===== src/rtl/shift_sched_pkg.sv =====
// Shared state encoding and constants for the shift_sched byte serialiser.
package shift_sched_pkg;

    typedef enum logic [2:0] {
        StIdle,
        StLoad,
        StShift,
        StParity,
        StDone
    } state_e;

    localparam logic        LEFT     = 1'b1;
    localparam logic        RIGHT    = 1'b0;
    localparam int unsigned BitCount = 8;

endpackage


===== src/rtl/shift_sched_if.sv =====
// Requester / serial-output bundle for shift_sched; i_/o_ are named from the scheduler's side.
interface shift_sched_if;
    import shift_sched_pkg::*;

    logic                i_en;
    logic                i_req0_valid;
    logic                i_req1_valid;
    logic [BitCount-1:0] i_req0_data;
    logic [BitCount-1:0] i_req1_data;
    logic                i_req0_dir;
    logic                i_req1_dir;
    logic                o_req0_ready;
    logic                o_req1_ready;
    logic                o_sdo;
    logic                o_bit_stb;
    logic                o_busy;
    logic                o_gnt;
    logic                o_frame_done;

    modport master (
        output i_en, i_req0_valid, i_req1_valid, i_req0_data, i_req1_data,
               i_req0_dir, i_req1_dir,
        input  o_req0_ready, o_req1_ready, o_sdo, o_bit_stb, o_busy, o_gnt, o_frame_done
    );

    modport slave (
        input  i_en, i_req0_valid, i_req1_valid, i_req0_data, i_req1_data,
               i_req0_dir, i_req1_dir,
        output o_req0_ready, o_req1_ready, o_sdo, o_bit_stb, o_busy, o_gnt, o_frame_done
    );

endinterface


===== src/rtl/shift_core8.sv =====
// 8-bit load/shift register with selectable bit order and the serial output mux.
module shift_core8
    import shift_sched_pkg::*;
(
    input  logic                clk,
    input  logic                rst,
    input  logic                i_load,
    input  logic [BitCount-1:0] i_data,
    input  logic                i_shift,
    input  logic                i_dir,
    input  logic                i_sdo_en,
    input  logic                i_par_sel,
    output logic                o_sdo
);

    logic [BitCount-1:0] r_sr;
    logic                r_par;
    logic                w_bit;

    // Parity is taken at load time; the register itself is zero after eight shifts.
    always_ff @(posedge clk or posedge rst) begin
        if (rst) begin
            r_sr  <= '0;
            r_par <= 1'b0;
        end else if (i_load) begin
            r_sr  <= i_data;
            r_par <= ^i_data;
        end else if (i_shift) begin
            if (i_dir == LEFT) begin
                r_sr <= {r_sr[BitCount-2:0], 1'b0};
            end else begin
                r_sr <= {1'b0, r_sr[BitCount-1:1]};
            end
        end
    end

    always_comb begin
        w_bit = (i_dir == LEFT) ? r_sr[BitCount-1] : r_sr[0];
        o_sdo = 1'b0;
        if (i_sdo_en) begin
            o_sdo = i_par_sel ? r_par : w_bit;
        end
    end

endmodule


===== src/rtl/shift_sched.sv =====
// Two-requester round-robin byte serialiser: FSM, arbiter, prescaler and bit counter.
// Define SHIFT_SCHED_PARITY_EN to append an even-parity bit after the eighth data bit.
module shift_sched
    import shift_sched_pkg::*;
#(
    parameter int unsigned DIV = 4
) (
    input logic          clk,
    input logic          rst,
    shift_sched_if.slave bus
);

    localparam logic [7:0] PrescMax = 8'(DIV - 1);

    state_e              r_state;
    state_e              w_state_next;
    logic [7:0]          r_presc;
    logic [2:0]          r_bit_cnt;
    logic                r_gnt;
    logic                r_prio;
    logic [BitCount-1:0] r_data;
    logic                r_dir;

    logic                w_any;
    logic                w_win;
    logic                w_accept;
    logic                w_in_bit;
    logic                w_stb;
    logic                w_last_bit;

    // w_win = 1 selects requester 1; r_prio names whoever wins a tie.
    assign w_any      = bus.i_req0_valid | bus.i_req1_valid;
    assign w_win      = (bus.i_req0_valid & bus.i_req1_valid) ? r_prio : bus.i_req1_valid;
    assign w_accept   = (r_state == StIdle) & bus.i_en & w_any & ~rst;
    assign w_in_bit   = (r_state == StShift) | (r_state == StParity);
    assign w_stb      = bus.i_en & w_in_bit & (r_presc == PrescMax);
    assign w_last_bit = (r_bit_cnt == 3'(BitCount - 1));

    always_ff @(posedge clk or posedge rst) begin
        if (rst) begin
            r_state <= StIdle;
        end else begin
            r_state <= w_state_next;
        end
    end

    always_comb begin
        w_state_next = r_state;
        if (bus.i_en) begin
            unique case (r_state)
                StIdle: begin
                    if (w_accept) begin
                        w_state_next = StLoad;
                    end
                end
                StLoad: w_state_next = StShift;
                StShift: begin
`ifdef SHIFT_SCHED_PARITY_EN
                    if (w_stb && w_last_bit) begin
                        w_state_next = StParity;
                    end
`else
                    if (w_stb && w_last_bit) begin
                        w_state_next = StDone;
                    end
`endif
                end
                StParity: begin
                    if (w_stb) begin
                        w_state_next = StDone;
                    end
                end
                StDone:  w_state_next = StIdle;
                default: w_state_next = StIdle;
            endcase
        end
    end

    always_ff @(posedge clk or posedge rst) begin
        if (rst) begin
            r_presc   <= '0;
            r_bit_cnt <= '0;
            r_gnt     <= 1'b0;
            r_prio    <= 1'b0;
            r_data    <= '0;
            r_dir     <= RIGHT;
        end else if (bus.i_en) begin
            if (w_in_bit) begin
                r_presc <= w_stb ? 8'd0 : r_presc + 8'd1;
            end
            if (w_stb && (r_state == StShift)) begin
                r_bit_cnt <= r_bit_cnt + 3'd1;
            end
            if (w_accept) begin
                r_gnt  <= w_win;
                r_prio <= ~w_win;
                r_data <= w_win ? bus.i_req1_data : bus.i_req0_data;
                r_dir  <= w_win ? bus.i_req1_dir : bus.i_req0_dir;
            end
        end
    end

    shift_core8 u_core (
        .clk       (clk),
        .rst       (rst),
        .i_load    (bus.i_en & (r_state == StLoad)),
        .i_data    (r_data),
        .i_shift   (w_stb & (r_state == StShift)),
        .i_dir     (r_dir),
        .i_sdo_en  (w_in_bit),
        .i_par_sel (r_state == StParity),
        .o_sdo     (bus.o_sdo)
    );

    assign bus.o_req0_ready = w_accept & ~w_win;
    assign bus.o_req1_ready = w_accept & w_win;
    assign bus.o_bit_stb    = w_stb;
    assign bus.o_busy       = (r_state != StIdle);
    assign bus.o_gnt        = r_gnt;
    assign bus.o_frame_done = bus.i_en & (r_state == StDone);

endmodule


===== src/flat_wrapper.sv =====
// flat-port wrapper written by rule: the top's interface ports become plain ports
module shift_sched_flat import shift_sched_pkg::*;
#(
    parameter int unsigned DIV = 4
)
  (clk, rst, bus_i_en, bus_i_req0_valid, bus_i_req1_valid, bus_i_req0_data, bus_i_req1_data, bus_i_req0_dir, bus_i_req1_dir, bus_o_req0_ready, bus_o_req1_ready, bus_o_sdo, bus_o_bit_stb, bus_o_busy, bus_o_gnt, bus_o_frame_done);
  shift_sched_if bus_i ();
  input logic clk;
  input logic rst;
  input wire logic [$bits(bus_i.i_en)-1:0] bus_i_en;
  input wire logic [$bits(bus_i.i_req0_valid)-1:0] bus_i_req0_valid;
  input wire logic [$bits(bus_i.i_req1_valid)-1:0] bus_i_req1_valid;
  input wire logic [$bits(bus_i.i_req0_data)-1:0] bus_i_req0_data;
  input wire logic [$bits(bus_i.i_req1_data)-1:0] bus_i_req1_data;
  input wire logic [$bits(bus_i.i_req0_dir)-1:0] bus_i_req0_dir;
  input wire logic [$bits(bus_i.i_req1_dir)-1:0] bus_i_req1_dir;
  output wire logic [$bits(bus_i.o_req0_ready)-1:0] bus_o_req0_ready;
  output wire logic [$bits(bus_i.o_req1_ready)-1:0] bus_o_req1_ready;
  output wire logic [$bits(bus_i.o_sdo)-1:0] bus_o_sdo;
  output wire logic [$bits(bus_i.o_bit_stb)-1:0] bus_o_bit_stb;
  output wire logic [$bits(bus_i.o_busy)-1:0] bus_o_busy;
  output wire logic [$bits(bus_i.o_gnt)-1:0] bus_o_gnt;
  output wire logic [$bits(bus_i.o_frame_done)-1:0] bus_o_frame_done;
  assign bus_i.i_en = bus_i_en;
  assign bus_i.i_req0_valid = bus_i_req0_valid;
  assign bus_i.i_req1_valid = bus_i_req1_valid;
  assign bus_i.i_req0_data = bus_i_req0_data;
  assign bus_i.i_req1_data = bus_i_req1_data;
  assign bus_i.i_req0_dir = bus_i_req0_dir;
  assign bus_i.i_req1_dir = bus_i_req1_dir;
  assign bus_o_req0_ready = bus_i.o_req0_ready;
  assign bus_o_req1_ready = bus_i.o_req1_ready;
  assign bus_o_sdo = bus_i.o_sdo;
  assign bus_o_bit_stb = bus_i.o_bit_stb;
  assign bus_o_busy = bus_i.o_busy;
  assign bus_o_gnt = bus_i.o_gnt;
  assign bus_o_frame_done = bus_i.o_frame_done;
  shift_sched #(.DIV(DIV)) u_core (.clk(clk), .rst(rst), .bus(bus_i));
endmodule

===== config.mk =====
export PLATFORM = sky130hd
export DESIGN_NAME = shift_sched_flat
export DESIGN_NICKNAME = d
export VERILOG_FILES = /design/src/rtl/shift_sched_pkg.sv /design/src/rtl/shift_sched_if.sv /design/src/rtl/shift_core8.sv /design/src/rtl/shift_sched.sv /design/src/flat_wrapper.sv
export SDC_FILE = /design/constraint.sdc
export NUM_CORES = 1
export LEC_CHECK = 0
export CAP_MARGIN = 20
export CORE_UTILIZATION = 53
export DETAILED_ROUTE_END_ITERATION = 8
export PLACE_DENSITY = 0.83
export SLEW_MARGIN = 20
export SYNTH_ARGS = -nofsm -noshare
export SYNTH_HDL_FRONTEND = slang
export SYNTH_HIERARCHICAL = 1
export SYNTH_SLANG_ARGS = --single-unit
export TNS_END_PERCENT = 20

===== constraint.sdc =====
create_clock -name clk -period 2.4 [get_ports clk]
set_input_delay 0.48 -clock clk [delete_from_list [all_inputs] [get_ports clk]]
set_output_delay 0.48 -clock clk [all_outputs]
set_load 0.02 [all_outputs]

==> reports/results.ini, run 1 <==
[status]
outcome = finished clean

[die]
die_h_um = 61.4
die_w_um = 61.4
pin_count = 30
dieArea_um2 = 3770
initial_core_util_pct = 55.5
core_um2 = 3360
rows = 21

[critical_path]
crit_chain = buf_4, or3_1, clkdlybuf4s50_1
crit_type = flop to output port
startpoint_type = flop
slowest_delay_ns = 0.54
cp.arrival_ns = 1.81
worstRegToRegCells = 5
cp_top_family = buffers and inverters
slowest_stage = clkdlybuf4s50_1
path_max_fanout = 6
ff2ff_setup_slack_ns = 0.38
cp-end-kind = output port
rr_startpoint = u_core/r_presc[0]
crit_buf_inv = 2
timing.rr.end = u_core/r_state[1]
cp.required_ns = 1.92

[clock_tree]
hold_buffers = 0
clock-sinks = 34
clkTransAtPathRegs_ns = 0.09
cts_tree = yes
cts_buffer_depth = 2
htree_num_levels = 2
clkLatencyLatePin_ns = 0.34
cts_root_buf = clkbuf_4
postCtsSetupBuffers = 0
numCtsBuffers = 5

[sta]
min_period_ns = 2.29
final-setup-viol-count = 0
drv_slew = 0
slew_headroom_pct = 75.3
fin_crit_sh_pct = 95.5
hold_viol = 0
fmax_ghz = 0.436
worst_pin_slew_ns = 0.367
fin_setup_tns_ns = 0
rsz0062_at_grt = true
finalClockSkew_ns = 0.0108

[logic_synthesis]
ys_warn_count = 6
synthesis.nets = 225
synth_seq_cells = 34
syn_area_um2 = 1870
synth_cells = 199
ys_seq_area_share_pct = 45.5
syn_area_per_cell_um2 = 9.39
synth_cell_type_count = 35

[cells_and_area]
final_common_cell = dfrtp_1
fin_area_um2 = 2410
n_antenna_cell = 0
nets = 271
layout_common_cells = 34 x dfrtp_1, 26 x o21ai_0, 24 x clkdlybuf4s50_1
syn2layout_area_growth_pct = 28.9
drive_gt1_share_pct = 17.1

[pwr]
clkPwrFrac_pct = 20.9
p_leak_nw = 1.03
p_int_mw = 1.06
power_switching_uw = 526
combPwrFrac_pct = 28.8
powerDensity_nw_per_um2 = 657
max-vdd-ir-drop_v = 0.000433
pwr-share-seq_pct = 50.4
power_mw = 1.58
swShare_pct = 33.3

[place]
place_congestion = 0.875
dpl.hpwl_um = 3130
place_area_um2 = 2340
io_buffers = 29

[route]
drc = 0
wl_um = 4220
drt_iter0_drc = 110
firstDrtPassIters = 5
num_vias = 1658
vias_per_cell = 5.68
final_antenna_net_count = 0
wl_per_cell_um = 14.4

[job]
maxCapViolCount = 0

[global_route]
grt_pass1_wl_um = 7220
grt_overflow = 0
grt_pass1_vias = 1586
antenna_found_initial = 0
grt_use_total_pct = 26.9
grt_max_degree = 25

[min_path]
worst_hold_path_type = input pin to async pin

==> sequential cells by signal, indices dropped and copies added, names as in the netlist <==
register             count
u_core/r_dir             1
u_core/u_core/r_par      1
u_core/r_state           3
u_core/r_data            8
u_core/bus.o_gnt         1
u_core/r_bit_cnt         3
u_core/r_prio            1
u_core/u_core/r_sr       8
u_core/r_presc           8
==> per-layer routing <==
| metal | track usage (%) | share of wire, % | up-vias |
|---|---|---|---|
| met5 | 0 | 0 | - |
| met4 | 12.4 | 2.2 | 0 |
| met3 | 9.24 | 4.9 | 9 |
| met2 | 41.5 | 50 | 54 |
| met1 | 34.4 | 43 | 791 |
| li1 | - | - | 804 |
==> per-stage QoR <==
step | hold WS, ns | utilization (%) | setup slack, ns | std cells
5_1_grt | 0.452 | 71.6 | -0.00819 | 292
2_1_floorplan | 0.308 | - | 0.397 | 199
3_3_place_gp | 0.467 | 69.6 | -0.270 | 284
3_5_place_dp | 0.486 | 69.6 | -0.264 | 284
6_report | 0.437 | 71.6 | 0.108 | 292
4_1_cts | 0.424 | 71.3 | 0.00707 | 292
==> repair_timing <==
| item | in CTS | in global routing |
|---|---|---|
| hold endpoints to repair | 0 | 0 |
| setup endpoints to repair | 5 | 3 |
| resized for setup | 8 | 5 |
==> cell type report <==
cell class / count / area, um^2
Clock buffer: 7 / 55.1
Clock inverter: 1 / 5.00
Fill cell: 285 / 955
Inverter: 9 / 33.8
Multi-Input combinational cell: 144 / 958
Sequential cell: 34 / 851
Tap cell: 46 / 57.6
Timing Repair Buffer: 51 / 448
==> logic make-up after synthesis <==
| kind of cell | count (synthesis) | synth area share [%] |
|---|---|---|
| flops | 34 | 45.5 |
| buf+inv | 21 | 4.55 |
| mux | 12 | 6.70 |
| fa+ha+maj | 3 | 2.01 |
| compound gates | 54 | 16.3 |
| simple gates | 62 | 18.8 |
| xor+xnor | 13 | 6.10 |
==> power by group through the flow <==
stage	Sequential, mW	Clock [mW]	Combinational (mW)
global placement	0.793	0	0.431
global route	0.811	0.366	0.502
detailed placement	0.803	0	0.447
floorplan	0.772	0	0.312
CTS	0.794	0.345	0.449
finish	0.796	0.330	0.455
==> how the worst max path moves through the flow <==
stage                                 start          endpoint  slack [ns]  cells past startpoint
after floorplan           u_core/r_state[1]  bus_o_req1_ready        0.40                      4
after global placement             bus_i_en  bus_o_req1_ready       -0.27                      5
after detailed placement           bus_i_en  bus_o_req1_ready       -0.26                      5
after CTS                          bus_i_en  bus_o_req1_ready       0.007                      5
after global routing      u_core/r_state[2]         bus_o_sdo      -0.008                      8
final                     u_core/r_state[0]        bus_o_busy        0.11                      3
==> synth_stat cells (all sizes together) <==
| cell | instances | share of area (%) |
|---|---|---|
| and4b | 1 | 0.54 |
| nand2 | 18 | 3.6 |
| or4 | 2 | 1.2 |
| nand3 | 3 | 0.80 |
| dfrtp | 34 | 46 |
| xor2 | 3 | 1.4 |
| a221o | 1 | 0.54 |
| mux2 | 4 | 2.4 |
| nand3b | 10 | 4.0 |
| nor2 | 6 | 1.2 |
| o21ai | 26 | 7.0 |
| nand4 | 2 | 0.67 |
| nor3b | 1 | 0.40 |
| buf | 3 | 0.94 |
| xnor2 | 10 | 4.7 |
| nor3 | 5 | 1.3 |
| nor2b | 4 | 1.3 |
| o211ai | 1 | 0.40 |
| or2 | 1 | 0.34 |
| mux2i | 8 | 4.3 |
| nor4b | 1 | 0.47 |
| o21ba | 1 | 0.54 |
| nand4b | 1 | 0.47 |
| a21oi | 12 | 3.2 |
| o221ai | 1 | 0.47 |
| inv | 9 | 1.8 |
| or3 | 1 | 0.34 |
| a31oi | 10 | 3.3 |
| a311oi | 1 | 0.47 |
| a21o | 1 | 0.40 |
| clkbuf | 9 | 1.8 |
| and2 | 2 | 0.67 |
| nor4 | 4 | 1.3 |
| ha | 3 | 2.0 |
==> tightest hold or removal path, stage by stage <==
cell and delay [ns]:
clkdlybuf4s50_1 0.41, buf_4 0.14, inv_1 0.07
Power figures use the tool's default switching activity.
==> run 2: changes to the inputs <==
Settings changed: CTS_CLUSTER_DIAMETER from default to 50.
==> results of run 2 <==
The final DEF is identical to that of run 1; final timing and power are the same.
==> run 3: changes to the inputs <==
Settings changed: CORE_MARGIN from default to 3, MAX_ROUTING_LAYER from default to met4.
==> run 3 against run 2 <==
  * Clock skew fell by 0.0022 ns
  * Die area increased by 13%
  * Global-route usage down 5.2 points
  * Setup slack got worse by 0.0063 ns
  * Sequential power is 0.9% lower
  * Core utilization increased by 2.9 points
  * Clock power down 4%
  * Total power down 2.3%
  * Sequential share of layout area grew 0.31 points
  * Design area fell by 0.88%
  * Count of clock-buffer cells in the layout is the same
  * Highest routed layer unchanged
==> reports/results.ini, run 3 (synthesis gave the netlist of run 1 again) <==
[status]
outcome = finished clean

[min_path]
worst_hold_startpoint = u_core/r_bit_cnt[0]
worst_hold_path_type = flop to flop

[global_route]
grt_overflow = 0  ; unchanged
grt_max_degree = 20  ; -20%
antenna_found_initial = 0  ; unchanged
grt_pass1_wl_um = 7000  ; -3.1%
grt_pass1_vias = 1708  ; +7.7%
grt_use_total_pct = 21.7  ; -5.2 points

[cells_and_area]
syn2layout_area_growth_pct = 27.8
top_regs = u_core/r_data (8), u_core/r_presc (8), u_core/u_core/r_sr (8)
finish.utilization_pct = 74.5  ; +2.9 points
n_antenna_cell = 0  ; unchanged
multiInputGateArea_um2 = 945  ; -1.4%
fin_area_um2 = 2390  ; -0.88%
n_fill_cell = 233  ; -18%
seqCellArea_um2 = 851  ; unchanged
layout_common_cells = 34 x dfrtp_1, 26 x o21ai_0, 24 x clkdlybuf4s50_1
drive_gt1_share_pct = 16.7  ; -0.41 points
nets = 271  ; unchanged
final_common_cell = dfrtp_1
finalNonFillerCells = 290  ; -0.68%

[pwr]
max-vdd-ir-drop_v = 0.000332  ; -23%
p_leak_nw = 1.03  ; -0.54%
powerDensity_nw_per_um2 = 647  ; -1.5%

[place]
dpl.hpwl_um = 3080  ; -1.7%
place_congestion = 0.928  ; +6.2%
place_area_um2 = 2330  ; -0.37%
io_buffers = 29  ; unchanged
place_inst = 282  ; -0.70%

[clock_tree]
clkTransAtPathRegs_ns = 0.09  ; about the same
clkLatencyLatePin_ns = 0.33  ; about the same
cts_buffer_depth = 2  ; unchanged
cts_tree = yes
clock-sinks = 34  ; unchanged
cts_root_buf = clkbuf_4
postCtsSetupBuffers = 0  ; unchanged
numCtsBuffers = 5  ; unchanged
htree_num_levels = 2  ; unchanged

[sta]
final-setup-viol-count = 0  ; unchanged
drv_slew = 0  ; unchanged
slew_headroom_pct = 73.9  ; -1.4 points
fmax_ghz = 0.435  ; -0.27%
finalClockSkew_ns = 0.00867  ; -0.00218 ns
min_period_ns = 2.30  ; +0.00629 ns
fin_crit_sh_pct = 95.8  ; +0.26 points
worst_pin_slew_ns = 0.388  ; +0.0215 ns
hold_viol = 0  ; unchanged

[critical_path]
rr_startpoint = u_core/r_presc[5]
path_max_fanout = 8  ; +2
cp.arrival_ns = 1.82  ; about the same
crit_type = flop to output port
cp.required_ns = 1.92  ; about the same
crit_buf_inv = 4  ; +2
cp_top_family = buffers and inverters
slowest_stage = dfrtp_1
cp-end-kind = output port
critPathLaunch = u_core/r_state[2]
cp_common_cell = inv_1
startpoint_type = flop
slowest_delay_ns = 0.40  ; -0.14 ns
crit_chain = buf_4, inv_1, nand3_1, inv_1, nand2_1, o21ai_0, and2_1, dlygate4sd2_1

[route]
final_antenna_net_count = 0  ; unchanged
wl_um = 3910  ; -7.4%
vias_per_cell = 5.57  ; -1.9%
drt_iter0_drc = 82  ; -25%
wl_per_cell_um = 13.5  ; -6.8%
drc = 0  ; unchanged
firstDrtPassIters = 4  ; -1
num_vias = 1616  ; -2.5%

[job]
maxCapViolCount = 0  ; unchanged

[die]
pin_count = 30  ; unchanged
core_um2 = 3200  ; -4.8%
initial_core_util_pct = 58.3  ; +2.8 points
rows = 20  ; -4.8%
die_w_um = 65.4  ; +6.5%
dieArea_um2 = 4270  ; +13%
die_h_um = 65.4  ; +6.5%

## run 3: changes by cell type in the layout (fill, tap and decap cells not counted)
cell | previous run | this run
buf_2 | 0 | 1
clkdlybuf4s15_1 | 0 | 1
clkdlybuf4s15_2 | 1 | 0
dlygate4sd2_1 | 3 | 2
nor3_1 | 4 | 5
nor3_2 | 1 | 0
nor4b_2 | 0 | 1
nor4b_4 | 1 | 0
## run 3: worst paths after layout
kind                            cells after the start                    end  slack (ns)
worst max register to register                      3      u_core/r_state[1]        0.42
min in group asynchronous                           3  u_core/u_core/r_sr[0]        0.54
max in group asynchronous                           4    u_core/r_bit_cnt[2]        1.33
worst min register to register                      1    u_core/r_bit_cnt[0]        0.49
worst max-delay path                                8              bus_o_sdo        0.10
worst min-delay path                                1    u_core/r_bit_cnt[0]        0.49
## run 3: layer usage
layer  up-vias  global-route usage, %  wire (um)
li1        806                      -          -
met5         -                      -          0
met1       757                   22.6       1710
met2        44                   38.7       1920
met3         9                   5.13        190
met4         0                   9.84         78
## run 3: layout make-up
type | count | area share (%)
clock buffers | 7 | 2.31
clock inverters | 1 | 0.210
inverters | 9 | 1.42
multi-input cells | 144 | 39.6
flip-flops and latches | 34 | 35.6
well taps | 44 | 2.31
repair buffers | 51 | 18.6
## run 3: repair_timing
action                                  CTS  global route
gates resized for setup                  10             4
endpoints found under the hold margin     0             0
endpoints found under the setup margin    5             3
hold buffers                              0             0
## run 3: through the flow
| stage | worst slack (ns) | hold slack, ns | setup TNS (ns) | total power [mW] |
|---|---|---|---|---|
| 2_1_floorplan | 0.397 | 0.308 | 0 | 1.08 |
| 3_3_place_gp | -0.328 | 0.466 | -0.762 | 1.21 |
| 6_report | 0.102 | 0.485 | 0 | 1.54 |
| 5_1_grt | -0.00111 | 0.516 | -0.00111 | 1.65 |
| 4_1_cts | 0.00362 | 0.489 | 0 | 1.55 |
| 3_5_place_dp | -0.304 | 0.470 | -0.796 | 1.24 |
## run 3: power breakdown
group | internal [mW] | leakage, nW | switching, mW
logic | 0.228 | 0.561 | 0.210
registers | 0.679 | 0.432 | 0.110
clock network | 0.142 | 0.0353 | 0.176
==> RTL change: new RTL, config.mk and constraints of run 1 <==
Change the package constant `BitCount` from 8 to 7.
--- a/src/rtl/shift_sched_pkg.sv
+++ b/src/rtl/shift_sched_pkg.sv
@@ -11,7 +11,7 @@
 
     localparam logic        LEFT     = 1'b1;
     localparam logic        RIGHT    = 1'b0;
-    localparam int unsigned BitCount = 8;
+    localparam int unsigned BitCount = 7;
 
 endpackage
 
Interface: changed (resized bus_i_req0_data and bus_i_req1_data); port bits go from 30 to 28. No check against the original RTL was run, so the function may have changed too.
==> RTL change against run 1 <==
First-iteration DRC count down 53%. Synthesized area down 0.54%. Total power fell by 19%. Sequential power is 20% lower. Sequential cell count decreased by 2. Clock power fell by 2%. Core utilization is 0.22 points lower. Setup slack worse by 14 ps. Critical path depth up 3. Wire length down 3.2%. Design area is 1.1% lower.
==> RTL change: results (changes against run 1) <==
Worst setup path
  – Crit-path max cell delay: 480 ps (-60 ps)
  – Capture instance of the worst register-to-register path: u_core/u_core/r_sr[2]
  – Depth of the worst register-to-register path: 6 (+1)
  – Last element of the critical path: bus_o_req0_ready
  – Largest fanout on the critical path: 3 (-3)
  – Worst R2R Setup Slack: 400 ps (+20 ps)
  – Reg-to-Reg Start: u_core/r_presc[2]
  – CP arrival: 1830 ps (+20 ps)

Route
  – DRC marker count from the first detailed-route iteration: 52 (-53%)
  – Routed via count divided by cell count: 5.63 (-0.76%)
  – Metal3 WL: 158 um (-24%)
  – Met2 wire length: 2000 um (-5.7%)
  – First drt pass iteration count: 4 (-1)

Logic synthesis
  – Post-synth cell types: 44 (+26%)
  – Complex-gate fraction of the synthesized area: 17.6% (+1.3 points)
  – Multiplexer share of the synthesized area: 6.33% (-0.37 points)
  – Parity-gate share of the synthesized area counting xor and xnor cells: 7.07% (+0.98 points)
  – Share of the yosys chip area belonging to registers: 43.1% (-2.4 points)
  – Leading cell types by count after synthesis: 32 x dfrtp_1, 11 x inv_1, 11 x nor2_1, 11 x o21ai_0
  – Cell types occupying the most area after synthesis: dfrtp_1 43%, mux2i_1 4.3%, nand3b_1 4.0%
  – Cells after synthesis: 188 (-5.5%)
  – Post-synthesis adder-cell area fraction: 2.02% (+0.011 points)
  – Synth Net Count: 212 (-5.8%)

Clock network
  – Clk slew on worst S/H paths: 90 ps (about the same)
  – Cts repair resizes: 11 (+3)

GRT
  – Wire length of the first global-routing pass: 6520 um (-9.7%)
  – Global-route met1 utilization: 30.7% (-3.7 points)
  – Overall Global Routing Usage: 24.4% (-2.5 points)
  – Pin count of the biggest net entering global routing: 17 (-32%)
  – Via count of the first global-routing pass: 1,507 (-5.0%)
  – Met3 track demand over resource in global routing: 5.67% (-3.6 points)

STA
  – Clock tree skew after final layout: 17.0 ps (+6.16 ps)
  – Worst Slack Setup Final: 94.2 ps (-13.7 ps)
  – Worst hold slack across all endpoints: 511 ps (+73.7 ps)
  – Worst-Margin Slew: 596 ps (+229 ps)

Finish
  – Nets@finish: 259 (-4.4%)
  – Non-filler instance count after layout: 282 (-3.4%)
  – Proportion of layout cells with a drive suffix above 1: 19.1% (+2.0 points)
  – Largest registers ranked by flip-flop count: u_core/r_presc x8, u_core/r_data x7, u_core/u_core/r_sr x7

Placed design
  – Cell area after placement: 0.00233 mm^2 (-0.48%)
  – Number of input and output port buffers inserted: 27 (-6.9%)
  – HPWL Detailed: 3150 um (+0.38%)
  – Placed insts: 274 (-3.5%)
  – Post-placement worst setup slack: -322 ps (-57.9 ps)
  – RePlAce Congestion: 0.780 (-11%)

Run
  – Max-capacitance violation count: 0 (unchanged)

Worst hold path
  – Worst min-delay path startpoint: u_core/r_bit_cnt[2]
  – Worst hold path class: flip-flop to flip-flop

Power and ir drop
  – Max IR drop VDD: 0.000362 V (-16%)
  – LEAKAGE: 1.10 nW (+6.9%)

Outcome
  – Outcome: finished, final reports clean
-- RTL change: layout make-up --
type,count,area (um^2)
multi-input combinational,133,980
fill,254,955
sequential,32,801
timing repair buffer,52,444
clock buffer,8,58.8
tap,46,57.6
inverter,11,41.3
-- RTL change: where the power goes --
| group | leakage, nW | switching (mW) | total [mW] | internal, mW |
|---|---|---|---|---|
| Combinational | 0.663 | 0.154 | 0.324 | 0.170 |
| Sequential | 0.410 | 0.0457 | 0.639 | 0.594 |
| Clock | 0.0326 | 0.180 | 0.324 | 0.144 |
| Total | 1.10 | 0.379 | 1.29 | 0.908 |
-- RTL change: cells by family after synthesis --
group,Yosys count
adder cells (fa/ha/maj),3
AND/OR/NAND/NOR,57
flip-flops,32
buffers and inverters,23
AO/OA/AOI/OAI,51
XOR/XNOR,11
multiplexers,11
-- RTL change: worst reg2reg max path: stages (launching register included) --
cell,delay (ps)
dfrtp_1,400
or4_4,580
nor4b_2,290
buf_4,230
nor2_1,60
a211oi_1,280
a21o_1,120
